[src/rtl/rv_decode_issue_pkg.sv]
// Shared types for the RV32I decode/issue stage: operand and register-port
// types, operation classes, opcode constants and the issue packet layout.
package rv_decode_issue_pkg;

  typedef logic [31:0] OperandType;

  typedef struct packed {
    logic       RegEnable;
    logic [4:0] RegAddr;
  } RegCtrlPortType;

  typedef struct packed {
    OperandType PhyRegReadData;
    logic       isRegAvailable;
  } RegReadPortType;

  typedef enum logic [3:0] {
    OC_LUI,
    OC_AUIPC,
    OC_JAL,
    OC_JALR,
    OC_BRANCH,
    OC_LOAD,
    OC_STORE,
    OC_OPIMM,
    OC_OP,
    OC_ILLEGAL
  } OpClassType;

  // Full 7-bit major opcodes; bits [1:0] are 2'b11 for all of them, so any
  // compressed or reserved encoding falls through to illegal.
  localparam logic [6:0] OPC_LUI    = 7'b0110111;
  localparam logic [6:0] OPC_AUIPC  = 7'b0010111;
  localparam logic [6:0] OPC_JAL    = 7'b1101111;
  localparam logic [6:0] OPC_JALR   = 7'b1100111;
  localparam logic [6:0] OPC_BRANCH = 7'b1100011;
  localparam logic [6:0] OPC_LOAD   = 7'b0000011;
  localparam logic [6:0] OPC_STORE  = 7'b0100011;
  localparam logic [6:0] OPC_OPIMM  = 7'b0010011;
  localparam logic [6:0] OPC_OP     = 7'b0110011;

  typedef struct packed {
    OperandType     PC;
    OpClassType     OpClass;
    logic [2:0]     Funct3;
    logic           Funct7b5;
    OperandType     Src1Data;
    OperandType     Src2Data;
    OperandType     Imm;
    RegCtrlPortType RdCtrl;
    logic           Illegal;
  } IssuePacketType;

endpackage

[src/rtl/rv_decode_issue_imm.sv]
// Combinational RV32I decoder: operation class, source/destination register
// controls and the sign-extended immediate of one instruction word.
module rv_decode_imm
  import rv_decode_issue_pkg::*;
(
  input  logic [31:0]    instr_i,
  output OpClassType     op_class_o,
  output RegCtrlPortType rs1_ctrl_o,
  output RegCtrlPortType rs2_ctrl_o,
  output RegCtrlPortType rd_ctrl_o,
  output OperandType     imm_o,
  output logic           illegal_o
);

  logic [6:0] opcode;
  logic [4:0] rs1;
  logic [4:0] rs2;
  logic [4:0] rd;
  logic       use_rs1;
  logic       use_rs2;
  logic       writes_rd;
  OperandType imm_i_fmt;
  OperandType imm_s_fmt;
  OperandType imm_b_fmt;
  OperandType imm_u_fmt;
  OperandType imm_j_fmt;

  assign opcode = instr_i[6:0];
  assign rd     = instr_i[11:7];
  assign rs1    = instr_i[19:15];
  assign rs2    = instr_i[24:20];

  assign imm_i_fmt = {{20{instr_i[31]}}, instr_i[31:20]};
  assign imm_s_fmt = {{20{instr_i[31]}}, instr_i[31:25], instr_i[11:7]};
  assign imm_b_fmt = {{19{instr_i[31]}}, instr_i[31], instr_i[7],
                      instr_i[30:25], instr_i[11:8], 1'b0};
  assign imm_u_fmt = {instr_i[31:12], 12'b0};
  assign imm_j_fmt = {{11{instr_i[31]}}, instr_i[31], instr_i[19:12],
                      instr_i[20], instr_i[30:21], 1'b0};

  // Classify the opcode and select register usage and immediate format.
  always_comb begin
    op_class_o = OC_ILLEGAL;
    use_rs1    = 1'b0;
    use_rs2    = 1'b0;
    writes_rd  = 1'b0;
    imm_o      = '0;
    case (opcode)
      OPC_LUI: begin
        op_class_o = OC_LUI;
        writes_rd  = 1'b1;
        imm_o      = imm_u_fmt;
      end
      OPC_AUIPC: begin
        op_class_o = OC_AUIPC;
        writes_rd  = 1'b1;
        imm_o      = imm_u_fmt;
      end
      OPC_JAL: begin
        op_class_o = OC_JAL;
        writes_rd  = 1'b1;
        imm_o      = imm_j_fmt;
      end
      OPC_JALR: begin
        op_class_o = OC_JALR;
        use_rs1    = 1'b1;
        writes_rd  = 1'b1;
        imm_o      = imm_i_fmt;
      end
      OPC_BRANCH: begin
        op_class_o = OC_BRANCH;
        use_rs1    = 1'b1;
        use_rs2    = 1'b1;
        imm_o      = imm_b_fmt;
      end
      OPC_LOAD: begin
        op_class_o = OC_LOAD;
        use_rs1    = 1'b1;
        writes_rd  = 1'b1;
        imm_o      = imm_i_fmt;
      end
      OPC_STORE: begin
        op_class_o = OC_STORE;
        use_rs1    = 1'b1;
        use_rs2    = 1'b1;
        imm_o      = imm_s_fmt;
      end
      OPC_OPIMM: begin
        op_class_o = OC_OPIMM;
        use_rs1    = 1'b1;
        writes_rd  = 1'b1;
        imm_o      = imm_i_fmt;
      end
      OPC_OP: begin
        op_class_o = OC_OP;
        use_rs1    = 1'b1;
        use_rs2    = 1'b1;
        writes_rd  = 1'b1;
      end
      default: ;
    endcase
  end

  assign illegal_o  = (op_class_o == OC_ILLEGAL);
  // Unused read ports present a zero address so the register file sees no
  // spurious activity; x0 is never reported as a write target.
  assign rs1_ctrl_o = '{RegEnable: use_rs1, RegAddr: (use_rs1 ? rs1 : 5'd0)};
  assign rs2_ctrl_o = '{RegEnable: use_rs2, RegAddr: (use_rs2 ? rs2 : 5'd0)};
  assign rd_ctrl_o  = '{RegEnable: (writes_rd && (rd != 5'd0)), RegAddr: rd};

endmodule

[src/rtl/rv_decode_issue.sv]
// Decode/issue stage: holds one fetched instruction (IR), decodes it, waits
// for both source operands and moves the result into the issue register.
module rv_decode_issue
  import rv_decode_issue_pkg::*;
#(
  parameter int XLEN  = 32,
  parameter int CNT_W = 32
) (
  input  logic               clk,
  input  logic               rst_n,
  input  logic               Flush,
  input  logic               FetchValid,
  output logic               FetchReady,
  input  logic [31:0]        FetchInstr,
  input  logic [XLEN-1:0]    FetchPC,
  output RegCtrlPortType     DecodeRegReadCtrl1,
  output RegCtrlPortType     DecodeRegReadCtrl2,
  output RegCtrlPortType     DecodeRegWriteCtrl1,
  input  RegReadPortType     DecodeRegReadData1,
  input  RegReadPortType     DecodeRegReadData2,
  output logic               IssueValid,
  input  logic               IssueReady,
  output IssuePacketType     IssuePacket,
  output logic [CNT_W-1:0]   StallCount
);

  localparam logic [CNT_W-1:0] CNT_ONE = {{(CNT_W-1){1'b0}}, 1'b1};
  localparam logic [CNT_W-1:0] CNT_MAX = {CNT_W{1'b1}};

  logic            ir_valid_q, ir_valid_d;
  logic [31:0]     ir_instr_q, ir_instr_d;
  logic [XLEN-1:0] ir_pc_q, ir_pc_d;
  logic            iss_valid_q, iss_valid_d;
  IssuePacketType  iss_q, iss_d;
  logic [CNT_W-1:0] stall_q, stall_d;

  OpClassType      dec_op_class;
  RegCtrlPortType  dec_rs1_ctrl;
  RegCtrlPortType  dec_rs2_ctrl;
  RegCtrlPortType  dec_rd_ctrl;
  OperandType      dec_imm;
  logic            dec_illegal;

  logic            ops_ready;
  logic            xfer;
  logic            fetch_accept;

  rv_decode_imm u_decode (
    .instr_i    (ir_instr_q),
    .op_class_o (dec_op_class),
    .rs1_ctrl_o (dec_rs1_ctrl),
    .rs2_ctrl_o (dec_rs2_ctrl),
    .rd_ctrl_o  (dec_rd_ctrl),
    .imm_o      (dec_imm),
    .illegal_o  (dec_illegal)
  );

  // Handshake qualifiers: IR moves to ISS when operands are ready and ISS is
  // free or draining; IR can refill in the same cycle it empties.
  always_comb begin
    ops_ready    = DecodeRegReadData1.isRegAvailable && DecodeRegReadData2.isRegAvailable;
    xfer         = ir_valid_q && ops_ready && (!iss_valid_q || IssueReady) && !Flush;
    FetchReady   = (!ir_valid_q || xfer) && !Flush;
    fetch_accept = FetchValid && FetchReady;
  end

  // Next-state for IR, ISS and the stall counter; flush overrides loads.
  always_comb begin
    ir_valid_d  = ir_valid_q;
    ir_instr_d  = ir_instr_q;
    ir_pc_d     = ir_pc_q;
    iss_valid_d = iss_valid_q;
    iss_d       = iss_q;
    stall_d     = stall_q;

    if (Flush) begin
      ir_valid_d = 1'b0;
    end else if (fetch_accept) begin
      ir_valid_d = 1'b1;
      ir_instr_d = FetchInstr;
      ir_pc_d    = FetchPC;
    end else if (xfer) begin
      ir_valid_d = 1'b0;
    end

    if (Flush) begin
      iss_valid_d = 1'b0;
    end else if (xfer) begin
      iss_valid_d    = 1'b1;
      iss_d.PC       = ir_pc_q;
      iss_d.OpClass  = dec_op_class;
      iss_d.Funct3   = ir_instr_q[14:12];
      iss_d.Funct7b5 = ir_instr_q[30];
      iss_d.Src1Data = DecodeRegReadData1.PhyRegReadData;
      iss_d.Src2Data = DecodeRegReadData2.PhyRegReadData;
      iss_d.Imm      = dec_imm;
      iss_d.RdCtrl   = dec_rd_ctrl;
      iss_d.Illegal  = dec_illegal;
    end else if (iss_valid_q && IssueReady) begin
      iss_valid_d = 1'b0;
    end

    if (ir_valid_q && !xfer && !Flush && (stall_q != CNT_MAX)) begin
      stall_d = stall_q + CNT_ONE;
    end
  end

  // State registers with synchronous active-low reset.
  always_ff @(posedge clk) begin
    if (!rst_n) begin
      ir_valid_q  <= 1'b0;
      ir_instr_q  <= '0;
      ir_pc_q     <= '0;
      iss_valid_q <= 1'b0;
      iss_q       <= '0;
      stall_q     <= '0;
    end else begin
      ir_valid_q  <= ir_valid_d;
      ir_instr_q  <= ir_instr_d;
      ir_pc_q     <= ir_pc_d;
      iss_valid_q <= iss_valid_d;
      iss_q       <= iss_d;
      stall_q     <= stall_d;
    end
  end

  // Register-file control ports: reads follow IR, the write port follows ISS.
  always_comb begin
    DecodeRegReadCtrl1  = ir_valid_q  ? dec_rs1_ctrl : '0;
    DecodeRegReadCtrl2  = ir_valid_q  ? dec_rs2_ctrl : '0;
    DecodeRegWriteCtrl1 = iss_valid_q ? iss_q.RdCtrl : '0;
  end

  assign IssueValid  = iss_valid_q;
  assign IssuePacket = iss_q;
  assign StallCount  = stall_q;

endmodule

[config.mk]
export PLATFORM = sky130hd
export DESIGN_NAME = rv_decode_issue
export DESIGN_NICKNAME = d
export VERILOG_FILES = /design/src/rtl/rv_decode_issue_pkg.sv /design/src/rtl/rv_decode_issue_imm.sv /design/src/rtl/rv_decode_issue.sv
export SDC_FILE = /design/constraint.sdc
export NUM_CORES = 1
export LEC_CHECK = 0
export BUFFER_PORTS_ARGS = -buffer_cell sky130_fd_sc_hd__clkbuf_2
export CORE_UTILIZATION = 53
export DETAILED_ROUTE_END_ITERATION = 16
export PLACE_DENSITY = 0.83
export SETUP_SLACK_MARGIN = 0.4
export SYNTH_ARGS = -nofsm -noshare
export SYNTH_HDL_FRONTEND = slang
export SYNTH_SLANG_ARGS = --single-unit
[constraint.sdc]
create_clock -name clk -period 3.3 [get_ports clk]
set_input_delay 0.66 -clock clk [delete_from_list [all_inputs] [get_ports clk]]
set_output_delay 0.66 -clock clk [all_outputs]
set_load 0.01 [all_outputs]
==> impl_summary.log <==
INFO  metric max-clock-path-buffers = 3
INFO  metric die-height = about 130 um
INFO  metric power.static_leakage = around 0.0053 uW
INFO  metric grt_start_max_net_pins = around 130
INFO  metric number_of_cells_after_detailed_placement = 1571
INFO  metric floorplan.core_area = roughly 17000 sq um
INFO  metric largest_family_of_logic_cells_by_synthesized_area = simple AND/OR/NAND/NOR gates
INFO  metric seq_area_frac_synth = 0.525
INFO  metric cts.sinks = around 240
INFO  metric globalplace.congestion = 0.863
INFO  metric cts_htree_levels = 1
INFO  metric worstSetupPathType = reg2out
INFO  metric vias_in_the_first_global_route = about 7.8k
INFO  metric crit_path_arrival_time = between 2 and 2.5 ns
INFO  metric rsz_0062_raised_after_global_routing = no
INFO  metric switching_power = 1320 uW
INFO  metric timing.clock.skew = roughly 0.011 ns
INFO  metric dp_worst_setup_slack = ~0.65 ns
INFO  metric max_freq = ~360 MHz
INFO  metric final_layout_size_suffix_gt1_frac = 0.291
INFO  metric setup_slack = about 0.51 ns
INFO  metric endpoints_failing_hold = 0
INFO  metric synth-warning-count = 0
INFO  metric biggest_fanout_along_the_worst_timing_path = 15
INFO  metric post_layout_nonfiller_instances = around 1.6k
INFO  metric remaining_drc_errors = 0
INFO  metric outcome = completed
INFO  metric worstSetupStartpointType = register
INFO  metric cts_made_buffers = 25
INFO  metric synth_cells = about 1.1k
INFO  metric synth-adder-area-share = 0.00136
INFO  metric power = approximately 6200 uW
INFO  metric fin_setup_tns = 0 ns
INFO  metric synth_ff_type = sky130_fd_sc_hd__dfxtp_1
INFO  metric synth-xor-area-share = 0.00476
INFO  metric ys_types = 52
INFO  metric start_util = 0.549
INFO  metric critical_path_cell_count = 6
INFO  metric clkTransAtPathRegs = around 0.06 ns
INFO  metric hold-path-cell-count = 3
INFO  metric timing.final.setup_violations = 0
INFO  metric avgRoutedWirePerCell = about 16 um
INFO  metric internal_power_of_the_cells = around 4900 uW
INFO  metric detailed_place_hpwl = about 18 mm
INFO  metric worstSetupEndpointType = output port
INFO  metric die_width = roughly 130 um
INFO  metric drt_iter0_markers = approximately 580
INFO  metric sw_frac_of_total = 0.213
INFO  metric slew_headroom = 0.247
INFO  metric simple_gate_area_share_of_the_yosys_netlist = 0.207
INFO  metric grt_antenna_before_repair = 1
INFO  metric synth_seq_cells = between 200 and 250
INFO  metric routed_via_count = a little under 9k
INFO  metric fraction_of_registers_with_async_set_or_reset_after_synthesis = 0
INFO  metric synth_compound_area_frac = 0.149
INFO  metric p_per_area = 521 nW/um^2
INFO  metric tritoncts_clock_tree = done
INFO  metric post_drt_via_cell_ratio = ~5.4
INFO  metric sum_of_routed_wire_length_over_all_layers = 26.0 mm
INFO  metric worst_path_largest_cell_delay = ~0.39 ns
INFO  metric max_cap_viol_count = 0
INFO  metric rows = 47
INFO  metric mappedNetlistArea = 9200 sq um
INFO  metric crit_chain = nand4b_1 > or3_1 > o21ai_2 > a21o_1 > and2_1 > clkbuf_2
INFO  metric grt_pass1_wl = 40.3 mm
INFO  metric combinational_power_share = 0.049
INFO  metric fin_crit_sh = 0.844
INFO  metric worst_skew_pair.late_latency = roughly 0.51 ns
INFO  metric global_route_congestion_overflow_total = 0
INFO  metric synth_nets = approximately 1.2k
INFO  metric synth_enable_flop_cells = 0
INFO  metric synth.area.mux_share = 0.0773
INFO  metric die-area = about 18000 sq um
INFO  metric r2r.worst_path.cells = 5
INFO  metric hold_path.class = in2reg
INFO  metric placement.io_buffers = about 330
INFO  metric seq_power_share = 0.483
INFO  metric critPathRequiredTime = between 2 and 3 ns
INFO  metric period_needed = roughly 2.8 ns
INFO  metric layout.nets = approximately 1.5k
INFO  metric firstDrtPassIters = 5
INFO  metric clkPwrFrac = 0.468
INFO  metric cp.buffers_inverters = 1
INFO  metric ir_drop = about 0.47 mV
INFO  metric cp_top_family = simple AND/OR/NAND/NOR gates
INFO  metric synth.avg_cell_area = about 8.5 sq um
INFO  metric maxSlewViolCount = 0
INFO  metric ctsRootBufferMaster = sky130_fd_sc_hd__clkbuf_16
INFO  metric gr-usage-all-layers = 0.279
INFO  metric syn2layout_area_growth = 29.6%
INFO  metric boundaryPins = 330
INFO  metric worst_path_max_delay_cell = sky130_fd_sc_hd__dfxtp_2
INFO  metric worstMarginPinSlew = 1.12 ns
INFO  metric route.antenna.remaining_nets = 0
==> logic make-up after synthesis <==
| logic type | count (synthesis) |
|---|---|
| AOI/OAI and AO/OA | 244 |
| xor gates and xnor gates | 5 |
| adders and majority gates | 1 |
| buffers and inverters | 84 |
| DFF | 241 |
| muxes | 71 |
| and+or+nand+nor | 436 |
==> final timing paths <==
kind | slack [ns] | from | endpoint
hold / removal | 0.37 | DecodeRegReadData1[10] | IssuePacket[80]
hold reg to reg | 0.45 | ir_pc_q[18] | IssuePacket[129]
setup / recovery | 0.51 | ir_instr_q[4] | DecodeRegReadCtrl1[4]
setup reg to reg | 0.80 | StallCount[2] | StallCount[31]
==> final cells by class <==
type	count	area [sq um]
fillers	1307	4850
inverters	11	46.3
clock inverters	8	115
well taps	220	275
diodes	1	2.50
clock buffers	35	743
repair buffers	344	1820
multi-input cells	757	4080
flip-flops and latches	241	4830
==> power groups by stage <==
stage	clock network (uW)	logic, uW	registers, uW
5_1_grt	3060	331	3000
3_5_place_dp	0	297	3060
3_3_place_gp	0	291	3060
6_report	2910	302	3000
4_1_cts	2930	300	3000
2_1_floorplan	0	170	3050
==> state kept, by name (all words and copies together) (netlist names) <==
name and flops:
IssuePacket 143, StallCount 32, ir_instr_q 32, ir_pc_q 32
IssueValid 1, ir_valid_q 1
==> cells in the final DEF, fill, tap and decap left out, types with 10 or more instances in the layout <==
master | netlist | routed
sky130_fd_sc_hd__or3_1 | 16 | 16
sky130_fd_sc_hd__a21oi_1 | 155 | 155
sky130_fd_sc_hd__inv_1 | 10 | 10
sky130_fd_sc_hd__nand2b_1 | 10 | 10
sky130_fd_sc_hd__mux2i_1 | 71 | 71
sky130_fd_sc_hd__dfxtp_1 | 241 | 237
sky130_fd_sc_hd__nand3_1 | 16 | 15
sky130_fd_sc_hd__nor2_1 | 90 | 89
sky130_fd_sc_hd__nand2_1 | 250 | 250
sky130_fd_sc_hd__clkbuf_16 | 0 | 25
sky130_fd_sc_hd__buf_4 | 0 | 10
sky130_fd_sc_hd__a22oi_1 | 23 | 23
sky130_fd_sc_hd__clkbuf_2 | 0 | 329
sky130_fd_sc_hd__o21ai_0 | 38 | 37
sky130_fd_sc_hd__and2_1 | 17 | 16
==> metal layers <==
layer | vias up | wire, um | GRT usage | part of all wire
li1 | 4284 | - | - | -
met1 | 4088 | 10500 | 0.349 | 0.40
met2 | 332 | 12800 | 0.473 | 0.49
met3 | 52 | 2010 | 0.0696 | 0.077
met4 | 0 | 686 | 0.0808 | 0.026
met5 | - | 0 | 0 | 0
==> worst min-delay path, delay by kind of cell <==
family | cells | cell delay, ns
buffers and inverters | 1 | 0.08
and+or+nand+nor | 1 | 0.04
AOI/OAI and AO/OA | 1 | 0.05
==> synth_stat cells, types with 3 or more instances <==
cell | n | area [sq um]
sky130_fd_sc_hd__and2_1 | 17 | 106
sky130_fd_sc_hd__nand3_1 | 16 | 80.1
sky130_fd_sc_hd__nand2b_1 | 10 | 62.6
sky130_fd_sc_hd__inv_1 | 10 | 37.5
sky130_fd_sc_hd__mux2i_1 | 71 | 711
sky130_fd_sc_hd__buf_2 | 5 | 25.0
sky130_fd_sc_hd__or4_1 | 8 | 60.1
sky130_fd_sc_hd__xnor2_1 | 4 | 35.0
sky130_fd_sc_hd__nand4_1 | 8 | 50.1
sky130_fd_sc_hd__clkbuf_1 | 63 | 236
sky130_fd_sc_hd__buf_1 | 4 | 15.0
sky130_fd_sc_hd__a21oi_1 | 155 | 776
sky130_fd_sc_hd__nor2_1 | 90 | 338
sky130_fd_sc_hd__a211oi_1 | 3 | 22.5
sky130_fd_sc_hd__a22oi_1 | 23 | 173
sky130_fd_sc_hd__a31oi_1 | 3 | 18.8
sky130_fd_sc_hd__o31ai_1 | 6 | 45.0
sky130_fd_sc_hd__nand2_1 | 250 | 938
sky130_fd_sc_hd__or3_1 | 16 | 100
sky130_fd_sc_hd__o21ai_0 | 38 | 190
sky130_fd_sc_hd__dfxtp_1 | 241 | 4820
==> repair_timing <==
| action | 4_1_cts | 5_1_grt |
|---|---|---|
| resized for setup | 4 | 6 |
| pin swaps | 1 | 1 |
| hold buffers | 0 | 0 |
| cloned | 0 | 0 |
| hold endpoints to repair | 0 | 0 |
| endpoints found under the setup margin | 5 | 5 |
| setup buffers | 0 | 2 |
==> stage by stage <==
step	hold WS (ns)	utilization	instance area [sq um]
3_3_place_gp	0.436	0.657	11000
6_report	0.371	0.711	11900
2_1_floorplan	0.432	-	9200
3_5_place_dp	0.442	0.657	11000
5_1_grt	0.359	0.711	11900
4_1_cts	0.361	0.709	11900
No activity file was read; power rests on OpenSTA's default activity.
